$ cat src/rtl/mem_arb_pkg.sv
// Shared widths and FSM state encoding for the two-port memory arbiter.
package mem_arb_pkg;

    localparam int ADDR_W = 8;
    localparam int DATA_W = 8;

    typedef enum logic [1:0] {
        IDLE  = 2'd0,
        ISSUE = 2'd1,
        RESP  = 2'd2
    } state_t;

endpackage

$ cat src/rtl/mem_arbiter_if.sv
// Bundle of the two requester ports and the memory-hierarchy port.
// slave is the arbiter's view, master is the surrounding system's view.
interface mem_arbiter_if;
    import mem_arb_pkg::*;

    logic              p0_request;
    logic              p0_we;
    logic [ADDR_W-1:0] p0_addr;
    logic [DATA_W-1:0] p0_din;
    logic              p0_ready;
    logic [DATA_W-1:0] p0_dout;

    logic              p1_request;
    logic              p1_we;
    logic [ADDR_W-1:0] p1_addr;
    logic [DATA_W-1:0] p1_din;
    logic              p1_ready;
    logic [DATA_W-1:0] p1_dout;

    logic              d_request;
    logic              d_we;
    logic [ADDR_W-1:0] d_addr;
    logic [DATA_W-1:0] d_din;
    logic              d_ready;
    logic [DATA_W-1:0] d_dout;

    modport slave (
        input  p0_request, p0_we, p0_addr, p0_din,
        input  p1_request, p1_we, p1_addr, p1_din,
        input  d_ready, d_dout,
        output p0_ready, p0_dout, p1_ready, p1_dout,
        output d_request, d_we, d_addr, d_din
    );

    modport master (
        output p0_request, p0_we, p0_addr, p0_din,
        output p1_request, p1_we, p1_addr, p1_din,
        output d_ready, d_dout,
        input  p0_ready, p0_dout, p1_ready, p1_dout,
        input  d_request, d_we, d_addr, d_din
    );

endinterface

$ cat src/rtl/mem_arbiter.sv
// Two-requester round-robin arbiter in front of the memory hierarchy port.
//
// state | meaning
// ------+-------------------------------------------------------------
// IDLE  | no transaction; grant the next requester and latch its fields
// ISSUE | d_request high with latched fields, waiting for d_ready
// RESP  | pulse the granted port's ready, d_request low
module mem_arbiter
    import mem_arb_pkg::*;
(
    input  logic          clk,
    input  logic          rst,
    mem_arbiter_if.slave  bus
);

    state_t            state;
    state_t            state_nxt;
    logic              any_req;
    logic              pick;
    logic              grant_port;
    logic              last_grant;
    logic              we_q;
    logic [ADDR_W-1:0] addr_q;
    logic [DATA_W-1:0] din_q;
    logic [DATA_W-1:0] dout0_q;
    logic [DATA_W-1:0] dout1_q;

    // Round-robin pick: on a tie the port not granted last wins.
    always_comb begin
        any_req = bus.p0_request | bus.p1_request;
        pick    = 1'b0;
        if (bus.p0_request && bus.p1_request) begin
            pick = ~last_grant;
        end else if (bus.p1_request) begin
            pick = 1'b1;
        end
    end

    // State register.
    always_ff @(posedge clk or posedge rst) begin
        if (rst) begin
            state <= IDLE;
        end else begin
            state <= state_nxt;
        end
    end

    // Next-state decode; d_ready only matters while in ISSUE.
    always_comb begin
        state_nxt = state;
        case (state)
            IDLE:    if (any_req) state_nxt = ISSUE;
            ISSUE:   if (bus.d_ready) state_nxt = RESP;
            RESP:    state_nxt = IDLE;
            default: state_nxt = IDLE;
        endcase
    end

    // Grant bookkeeping, latched request fields and per-port read data.
    always_ff @(posedge clk or posedge rst) begin
        if (rst) begin
            grant_port <= 1'b0;
            last_grant <= 1'b1;
            we_q       <= 1'b0;
            addr_q     <= '0;
            din_q      <= '0;
            dout0_q    <= '0;
            dout1_q    <= '0;
        end else begin
            case (state)
                IDLE: begin
                    if (any_req) begin
                        grant_port <= pick;
                        last_grant <= pick;
                        we_q       <= pick ? bus.p1_we   : bus.p0_we;
                        addr_q     <= pick ? bus.p1_addr : bus.p0_addr;
                        din_q      <= pick ? bus.p1_din  : bus.p0_din;
                    end
                end
                ISSUE: begin
                    if (bus.d_ready) begin
                        if (grant_port) begin
                            dout1_q <= bus.d_dout;
                        end else begin
                            dout0_q <= bus.d_dout;
                        end
                    end
                end
                default: ;
            endcase
        end
    end

    assign bus.d_request = (state == ISSUE);
    assign bus.d_we      = we_q;
    assign bus.d_addr    = addr_q;
    assign bus.d_din     = din_q;
    assign bus.p0_ready  = (state == RESP) && !grant_port;
    assign bus.p1_ready  = (state == RESP) && grant_port;
    assign bus.p0_dout   = dout0_q;
    assign bus.p1_dout   = dout1_q;

endmodule

$ cat src/flat_wrapper.sv
// flat-port wrapper written by rule: the top's interface ports become plain ports
module mem_arbiter_flat import mem_arb_pkg::*;
  (clk, rst, bus_p0_request, bus_p0_we, bus_p0_addr, bus_p0_din, bus_p1_request, bus_p1_we, bus_p1_addr, bus_p1_din, bus_d_ready, bus_d_dout, bus_p0_ready, bus_p0_dout, bus_p1_ready, bus_p1_dout, bus_d_request, bus_d_we, bus_d_addr, bus_d_din);
  mem_arbiter_if bus_i ();
  input  logic clk;
  input  logic rst;
  input wire logic [$bits(bus_i.p0_request)-1:0] bus_p0_request;
  input wire logic [$bits(bus_i.p0_we)-1:0] bus_p0_we;
  input wire logic [$bits(bus_i.p0_addr)-1:0] bus_p0_addr;
  input wire logic [$bits(bus_i.p0_din)-1:0] bus_p0_din;
  input wire logic [$bits(bus_i.p1_request)-1:0] bus_p1_request;
  input wire logic [$bits(bus_i.p1_we)-1:0] bus_p1_we;
  input wire logic [$bits(bus_i.p1_addr)-1:0] bus_p1_addr;
  input wire logic [$bits(bus_i.p1_din)-1:0] bus_p1_din;
  input wire logic [$bits(bus_i.d_ready)-1:0] bus_d_ready;
  input wire logic [$bits(bus_i.d_dout)-1:0] bus_d_dout;
  output wire logic [$bits(bus_i.p0_ready)-1:0] bus_p0_ready;
  output wire logic [$bits(bus_i.p0_dout)-1:0] bus_p0_dout;
  output wire logic [$bits(bus_i.p1_ready)-1:0] bus_p1_ready;
  output wire logic [$bits(bus_i.p1_dout)-1:0] bus_p1_dout;
  output wire logic [$bits(bus_i.d_request)-1:0] bus_d_request;
  output wire logic [$bits(bus_i.d_we)-1:0] bus_d_we;
  output wire logic [$bits(bus_i.d_addr)-1:0] bus_d_addr;
  output wire logic [$bits(bus_i.d_din)-1:0] bus_d_din;
  assign bus_i.p0_request = bus_p0_request;
  assign bus_i.p0_we = bus_p0_we;
  assign bus_i.p0_addr = bus_p0_addr;
  assign bus_i.p0_din = bus_p0_din;
  assign bus_i.p1_request = bus_p1_request;
  assign bus_i.p1_we = bus_p1_we;
  assign bus_i.p1_addr = bus_p1_addr;
  assign bus_i.p1_din = bus_p1_din;
  assign bus_i.d_ready = bus_d_ready;
  assign bus_i.d_dout = bus_d_dout;
  assign bus_p0_ready = bus_i.p0_ready;
  assign bus_p0_dout = bus_i.p0_dout;
  assign bus_p1_ready = bus_i.p1_ready;
  assign bus_p1_dout = bus_i.p1_dout;
  assign bus_d_request = bus_i.d_request;
  assign bus_d_we = bus_i.d_we;
  assign bus_d_addr = bus_i.d_addr;
  assign bus_d_din = bus_i.d_din;
  mem_arbiter u_core (.clk(clk), .rst(rst), .bus(bus_i));
endmodule
$ cat config.mk
export PLATFORM = sky130hd
export DESIGN_NAME = mem_arbiter_flat
export DESIGN_NICKNAME = d
export VERILOG_FILES = /design/src/rtl/mem_arb_pkg.sv /design/src/rtl/mem_arbiter_if.sv /design/src/rtl/mem_arbiter.sv /design/src/flat_wrapper.sv
export SDC_FILE = /design/constraint.sdc
export NUM_CORES = 1
export LEC_CHECK = 0
export ABC_AREA = 1
export CORE_AREA = 2 2 81 83
export DETAILED_ROUTE_END_ITERATION = 10
export DIE_AREA = 0 0 83 85
export PLACE_DENSITY = 0.59
export SYNTH_ARGS = -nofsm -noshare
export SYNTH_HDL_FRONTEND = slang
export SYNTH_SLANG_ARGS = --single-unit
$ cat constraint.sdc
create_clock -name clk -period 1.4 [get_ports clk]
set_clock_uncertainty 0.2 [all_clocks]
set_input_delay 0.28 -clock clk [delete_from_list [all_inputs] [get_ports clk]]
set_output_delay 0.28 -clock clk [all_outputs]
set_load 0.01 [all_outputs]
==> results.json, run 1 <==
{
  "routed-wl-met3_um": 350,
  "clkLatencyLatePin_ps": 280,
  "wire_per_inst_um": 12.7,
  "initial_antenna_violation_count": 0,
  "post-route-drc-count": 0,
  "critical_path.reg2reg.endpoint": "u_core.bus.d_din[1]$_DFFE_PP0P_",
  "commonest_non_fill_non_tap_cell_in_the_layout": "nand2_1",
  "worstSetupStartpointType": "flop",
  "wl_mm": 5.30,
  "pd_cells_nw_per_um2": 1850,
  "power_switching_share": 0.394,
  "root_buffer": "clkbuf_8",
  "dr_total_vias": 1809,
  "clkTransAtPathRegs_ps": 70,
  "floorplan.core_area_um2": 6200,
  "globalRouteTotalUtil": 0.151,
  "finalHoldViolations": 0,
  "cts_tree": "built",
  "route.top_layer_used": "met4",
  "syn-num-nets": 275,
  "critical_path.endpoint": "bus_p1_ready",
  "rsz0062_at_grt": "yes",
  "syn-instance-count": 228,
  "critical_path.startpoint": "u_core.state[1]$_DFFE_PP0P_",
  "area.growth.synth_to_final_pct": 64.3,
  "hold_path_class": "in -> async",
  "holdWs_ps": 138,
  "worst-endpoint-arrival_ps": 1070,
  "floorplan.initialDensity": 0.288,
  "drtIter0Drc": 70,
  "grt_pass1_wl_mm": 8.60,
  "combinationalPowerShare": 0.521,
  "fp.dieH_um": 85,
  "synthDominantAreaCellType": "dfrtp_1",
  "detailed_routed_wire_length_on_met2_mm": 2.59,
  "synth_top_cell_area_share": 0.505,
  "num-nets-final": 385,
  "place_congestion": 0.753,
  "io_buffer_count": 82,
  "cts-hold-fix-buffers": 0,
  "total_of_endpoints_with_negative_setup_slack_in_the_final_report": 23,
  "min_tclk_post_route_ps": 1550,
  "worstReg2RegStart": "u_core.state[1]$_DFFE_PP0P_",
  "die_width_um": 83,
  "synth_area_per_cell_um2": 7.83,
  "total_power_mw": 5.42,
  "first_global_vias": 1820,
  "cts_buffers": 5,
  "r2r_depth": 8,
  "post-route-period-util": 1.11,
  "power.switching_mw": 2.14,
  "firstDrtPassIters": 4,
  "most-common-layout-cells": "nand2_1 (69), inv_1 (46), clkdlybuf4s50_1 (46)",
  "max_capacitance_violation_total": 0,
  "final_core_utilization": 0.472,
  "yosysWarnings": 0,
  "synth.distinct_cells": 18,
  "hpwl_mm": 3.51,
  "routedLengthMet1_mm": 2.30,
  "area_of_the_die_um2": 7060,
  "crit_path_max_fanout": 3,
  "power.share.clock": 0.130,
  "synthTopCellsByArea": "dfrtp_1 (50%), nand2_1 (15%), inv_1 (9.7%)",
  "run_status": "finished, violations left",
  "max_slew_violation_count": 0,
  "cts-root-to-sink-buffers": 2,
  "synth_seq_area_share": 0.520,
  "seq_power_share": 0.348,
  "antenna-diode-count": 0,
  "cp_data_required_time_ps": 920,
  "synth.cell_area_um2": 1780,
  "number_of_h_tree_levels": 2,
  "postSynthRegisterBits": 37,
  "violations": "setup timing",
  "power.internal_mw": 3.29,
  "vias_per_cell": 4.35,
  "max_clock_freq_mhz": 646,
  "cp-end-kind": "primary output",
  "io_pins": 83,
  "vdd_drop_max_mv": 0.802,
  "final.setup.worst_slack_ps": -149,
  "grt_max_degree": 22,
  "max_slew_margin": 0.845,
  "clock_sinks": 37,
  "max_slew.worst_pin.slew_ps": 232,
  "power.leakage_nw": 1.60,
  "reg2reg_setup_slack_ps": -100,
  "std_cell_rows": 29,
  "overflow": 0,
  "drtAntennaViolNets": 0,
  "drive_gt1_frac": 0.248,
  "crit_path_category": "reg -> out"
}
==> metrics by stage <==
stage | setup TNS [ps] | setup slack (ps) | instance area [um^2] | std cells
2_1_floorplan | 0 | 35.3 | 1790 | 228
3_3_place_gp | -11320 | -373 | 2820 | 397
3_5_place_dp | -11810 | -407 | 2820 | 397
4_1_cts | -2130 | -178 | 3030 | 414
5_1_grt | -4390 | -242 | 2930 | 416
6_report | -1840 | -149 | 2930 | 416
==> cells by family after synthesis <==
logic type	Yosys count	share of synthesized area
compound gates	18	0.0505
flops	37	0.520
buf+inv	57	0.135
simple gates	116	0.295
==> layer usage <==
metal	global-route usage	vias to the layer above
met3	0.0535	6
li1	-	915
met1	0.192	827
met5	0	-
met2	0.240	61
met4	0.0507	0
==> critical path, cell delays in order (launching register included) <==
cell,delay [ps]
dfrtp_1,400
inv_2,70
nor3_2,170
buf_2,150
==> registers in the layout, indices dropped and copies added, names as in the netlist <==
signal              cells
u_core.bus.d_din        8
u_core.grant_port       1
u_core.bus.d_we         1
u_core.state            2
u_core.bus.p0_dout      8
u_core.bus.p1_dout      8
u_core.last_grant       1
u_core.bus.d_addr       8
==> layout make-up <==
class	instances	area, um^2
repair buffers	107	933
well taps	77	96.3
flip-flops and latches	37	927
fillers	635	3270
multi-input cells	136	688
repair inverters	2	15.0
inverters	49	191
clock buffers	8	80.1
==> timing repair <==
item,4_1_cts,5_1_grt
setup endpoints to repair,56,70
cloned,3,2
resized for setup,108,41
pin swaps,3,3
buffers inserted,6,1
==> cell usage after synthesis <==
cell      n
nor2_1    3
nand2_2   4
nor3_1    2
dfstp_2   1
buf_2     6
nand4_2   1
inv_2     2
nand3_1  34
o21ai_0  10
nor2_4    1
nand2_1  69
o21ai_1   8
inv_1    46
nand4_1   1
inv_6     1
nor2_8    1
buf_6     2
dfrtp_1  36
==> power by group through the flow <==
stage / Clock (mW) / Combinational [mW] / Sequential, mW
finish: 0.708 / 2.83 / 1.89
global route: 0.797 / 3.11 / 1.95
CTS: 0.739 / 2.96 / 1.91
detailed placement: 0 / 2.76 / 1.91
global placement: 0 / 2.72 / 1.91
floorplan: 0 / 1.02 / 2.10
==> how the worst min path moves through the flow <==
stage,depth (start not counted),endpoint,slack [ps],startpoint
final,3,u_core.bus.p1_dout[6]$_DFFE_PP0P_,140,rst
after global routing,3,u_core.bus.p1_dout[1]$_DFFE_PP0P_,150,rst
after CTS,3,u_core.bus.p1_dout[0]$_DFFE_PP0P_,140,rst
after detailed placement,2,u_core.last_grant$_DFFE_PP1P_,260,u_core.last_grant$_DFFE_PP1P_
after global placement,2,u_core.last_grant$_DFFE_PP1P_,260,u_core.last_grant$_DFFE_PP1P_
after floorplan,1,u_core.state[0]$_DFFE_PP0P_,190,bus_d_ready
(Power assumes the default switching activity.)
==> inputs of run 2 (changes only) <==
- CORE_AREA: 2 2 81 83 -> 2 2 73 75
- DIE_AREA: 0 0 83 85 -> 0 0 75 77
- PLACE_DENSITY: 0.59 -> 0.71
==> run 2 against run 1 <==
Compared with the run above:
- die area decreased by 18%
- flip-flop and latch count did not move
- global-route usage grew 2.0 points
- cell area shrank 1.6%
- via count down 2.2%
- the run still ends with setup timing left
- sequential power about the same
- non-clock buffer count shrank 4
==> results.json, run 2 (synthesis gave the netlist of run 1 again) <==
{
  "run_status": "finished, violations left",
  "violations": "setup timing",
  "worstReg2RegStart": "u_core.state[1]$_DFFE_PP0P_",
  "critical_path.startpoint": "u_core.state[0]$_DFFE_PP0P_",
  "max_slew_violation_count": 0,
  "cp-end-kind": "primary output",
  "clkTransAtPathRegs_ps": 80,
  "cts_tree": "built",
  "critPathSlowestCell": "dfrtp_1",
  "hpwl_mm": 3.47,
  "fillCellCount": 474,
  "io_pins": 83,
  "antenna-diode-count": 0,
  "wire_per_inst_um": 11.9,
  "final_core_utilization": 0.580,
  "max_slew.worst_pin.slew_ps": 280,
  "commonest_non_fill_non_tap_cell_in_the_layout": "nand2_1",
  "fp.dieH_um": 77,
  "layout.area.seq_um2": 927,
  "crit_path_max_fanout": 3,
  "worstSetupStartpointType": "flop",
  "power.leakage_nw": 1.58,
  "initial_antenna_violation_count": 0,
  "rsz0062_at_grt": "yes",
  "post-route-drc-count": 0,
  "std_cell_rows": 26,
  "globalRouteTotalUtil": 0.171,
  "cts_buffers": 5,
  "worst_path_largest_cell_delay_ps": 400,
  "cts-root-to-sink-buffers": 2,
  "drtIter0Drc": 76,
  "worst-path-stages": 3,
  "clock_sinks": 37,
  "die_width_um": 75,
  "first_global_vias": 1712,
  "multi_input_comb_area_um2": 709,
  "crit_path_cell_trace": "buf_6 > nor3_2 > buf_2",
  "detailed_place.area_um2": 2810,
  "r2r_depth": 7,
  "critical_path.reg2reg.endpoint": "u_core.bus.d_din[1]$_DFFE_PP0P_",
  "cp_data_required_time_ps": 920,
  "io_buffer_count": 82,
  "area.growth.synth_to_final_pct": 61.7,
  "floorplan.core_area_um2": 4980,
  "hold_path_class": "in -> async",
  "max_capacitance_violation_total": 0,
  "final_design_area_no_fill_um2": 2890,
  "num-nets-final": 378,
  "crit_path_category": "reg -> out",
  "floorplan.initialDensity": 0.358,
  "grt_max_degree": 23,
  "detailedPlace.worstSlack_ps": -372,
  "max_clock_freq_mhz": 643,
  "dr_total_vias": 1770,
  "drtAntennaViolNets": 0,
  "clkLatencyLatePin_ps": 280,
  "crit_buf_inv": 2,
  "vias_per_cell": 4.40,
  "wl_mm": 4.80,
  "finalHoldViolations": 0,
  "reg2reg_setup_slack_ps": 0,
  "pd_cells_nw_per_um2": 1890,
  "grt_pass1_wl_mm": 7.67,
  "root_buffer": "clkbuf_8",
  "post-route-period-util": 1.11,
  "fin_tns_setup_ps": -433,
  "final.setup.worst_slack_ps": -156,
  "overflow": 0,
  "drive_gt1_frac": 0.265,
  "number_of_h_tree_levels": 2,
  "total_of_endpoints_with_negative_setup_slack_in_the_final_report": 14,
  "area_of_the_die_um2": 5780,
  "vdd_drop_max_mv": 0.997,
  "firstDrtPassIters": 4,
  "critical-path-top-delay-family": "flip-flops",
  "place_congestion": 0.760,
  "worst-endpoint-arrival_ps": 1080,
  "max_slew_margin": 0.813,
  "most-common-layout-cells": "nand2_1 (69), inv_1 (45), clkdlybuf4s50_1 (45)",
  "min_tclk_post_route_ps": 1560
}
run 2: routing by layer:
layer / global-route usage / routed length, um
met1: 0.205 / 2080
met2: 0.289 / 2340
met3: 0.0670 / 358
met4: 0.0321 / 16
met5: 0 / 0
run 2: worst reg2reg max path, cell delays in order (launching register included):
cell and delay (ps):
dfrtp_1 400, inv_2 120, buf_6 130, nand2_4 60, nor2_8 150, buf_12 150, nand3_1 80, nand2_1 60
run 2: repair_timing:
action / in CTS / in global routing
gates cloned: 0 / 1
pin swaps: 3 / 3
setup buffers: 2 / 2
hold buffers: 0 / 0
resized for setup: 98 / 51
endpoints found under the setup margin: 56 / 64
run 2: cell type report:
| class | instances | share of cell area |
|---|---|---|
| repair buffers | 103 | 0.295 |
| multi-input cells | 135 | 0.246 |
| clock inverters | 2 | 0.0130 |
| well taps | 70 | 0.0304 |
| flip-flops and latches | 37 | 0.321 |
| inverters | 49 | 0.0655 |
| clock buffers | 6 | 0.0286 |
run 2: through the flow:
| step | instances | power (mW) | hold slack [ps] |
|---|---|---|---|
| floorplan | 228 | 3.12 | 187 |
| global placement | 390 | 4.65 | 260 |
| detailed placement | 390 | 4.71 | 263 |
| CTS | 400 | 5.52 | 117 |
| global route | 402 | 5.88 | 118 |
| finish | 402 | 5.45 | 111 |
run 2: worst max-delay path by stage:
| stage | to | slack [ps] |
|---|---|---|
| after global routing | bus_p0_ready | -220 |
| after global placement | u_core.bus.d_din[3]$_DFFE_PP0P_ | -360 |
| after CTS | bus_p0_ready | -190 |
| final | bus_p0_ready | -160 |
| after floorplan | u_core.bus.d_din[7]$_DFFE_PP0P_ | 40 |
| after detailed placement | u_core.bus.d_din[0]$_DFFE_PP0P_ | -370 |
run 2: report_power, final:
part | total [mW] | leakage (nW) | switching [mW] | internal [mW]
Combinational | 2.60 | 1.07 | 1.41 | 1.19
Sequential | 1.89 | 0.455 | 0.298 | 1.59
Clock | 0.957 | 0.0574 | 0.378 | 0.579
Total | 5.45 | 1.58 | 2.09 | 3.36
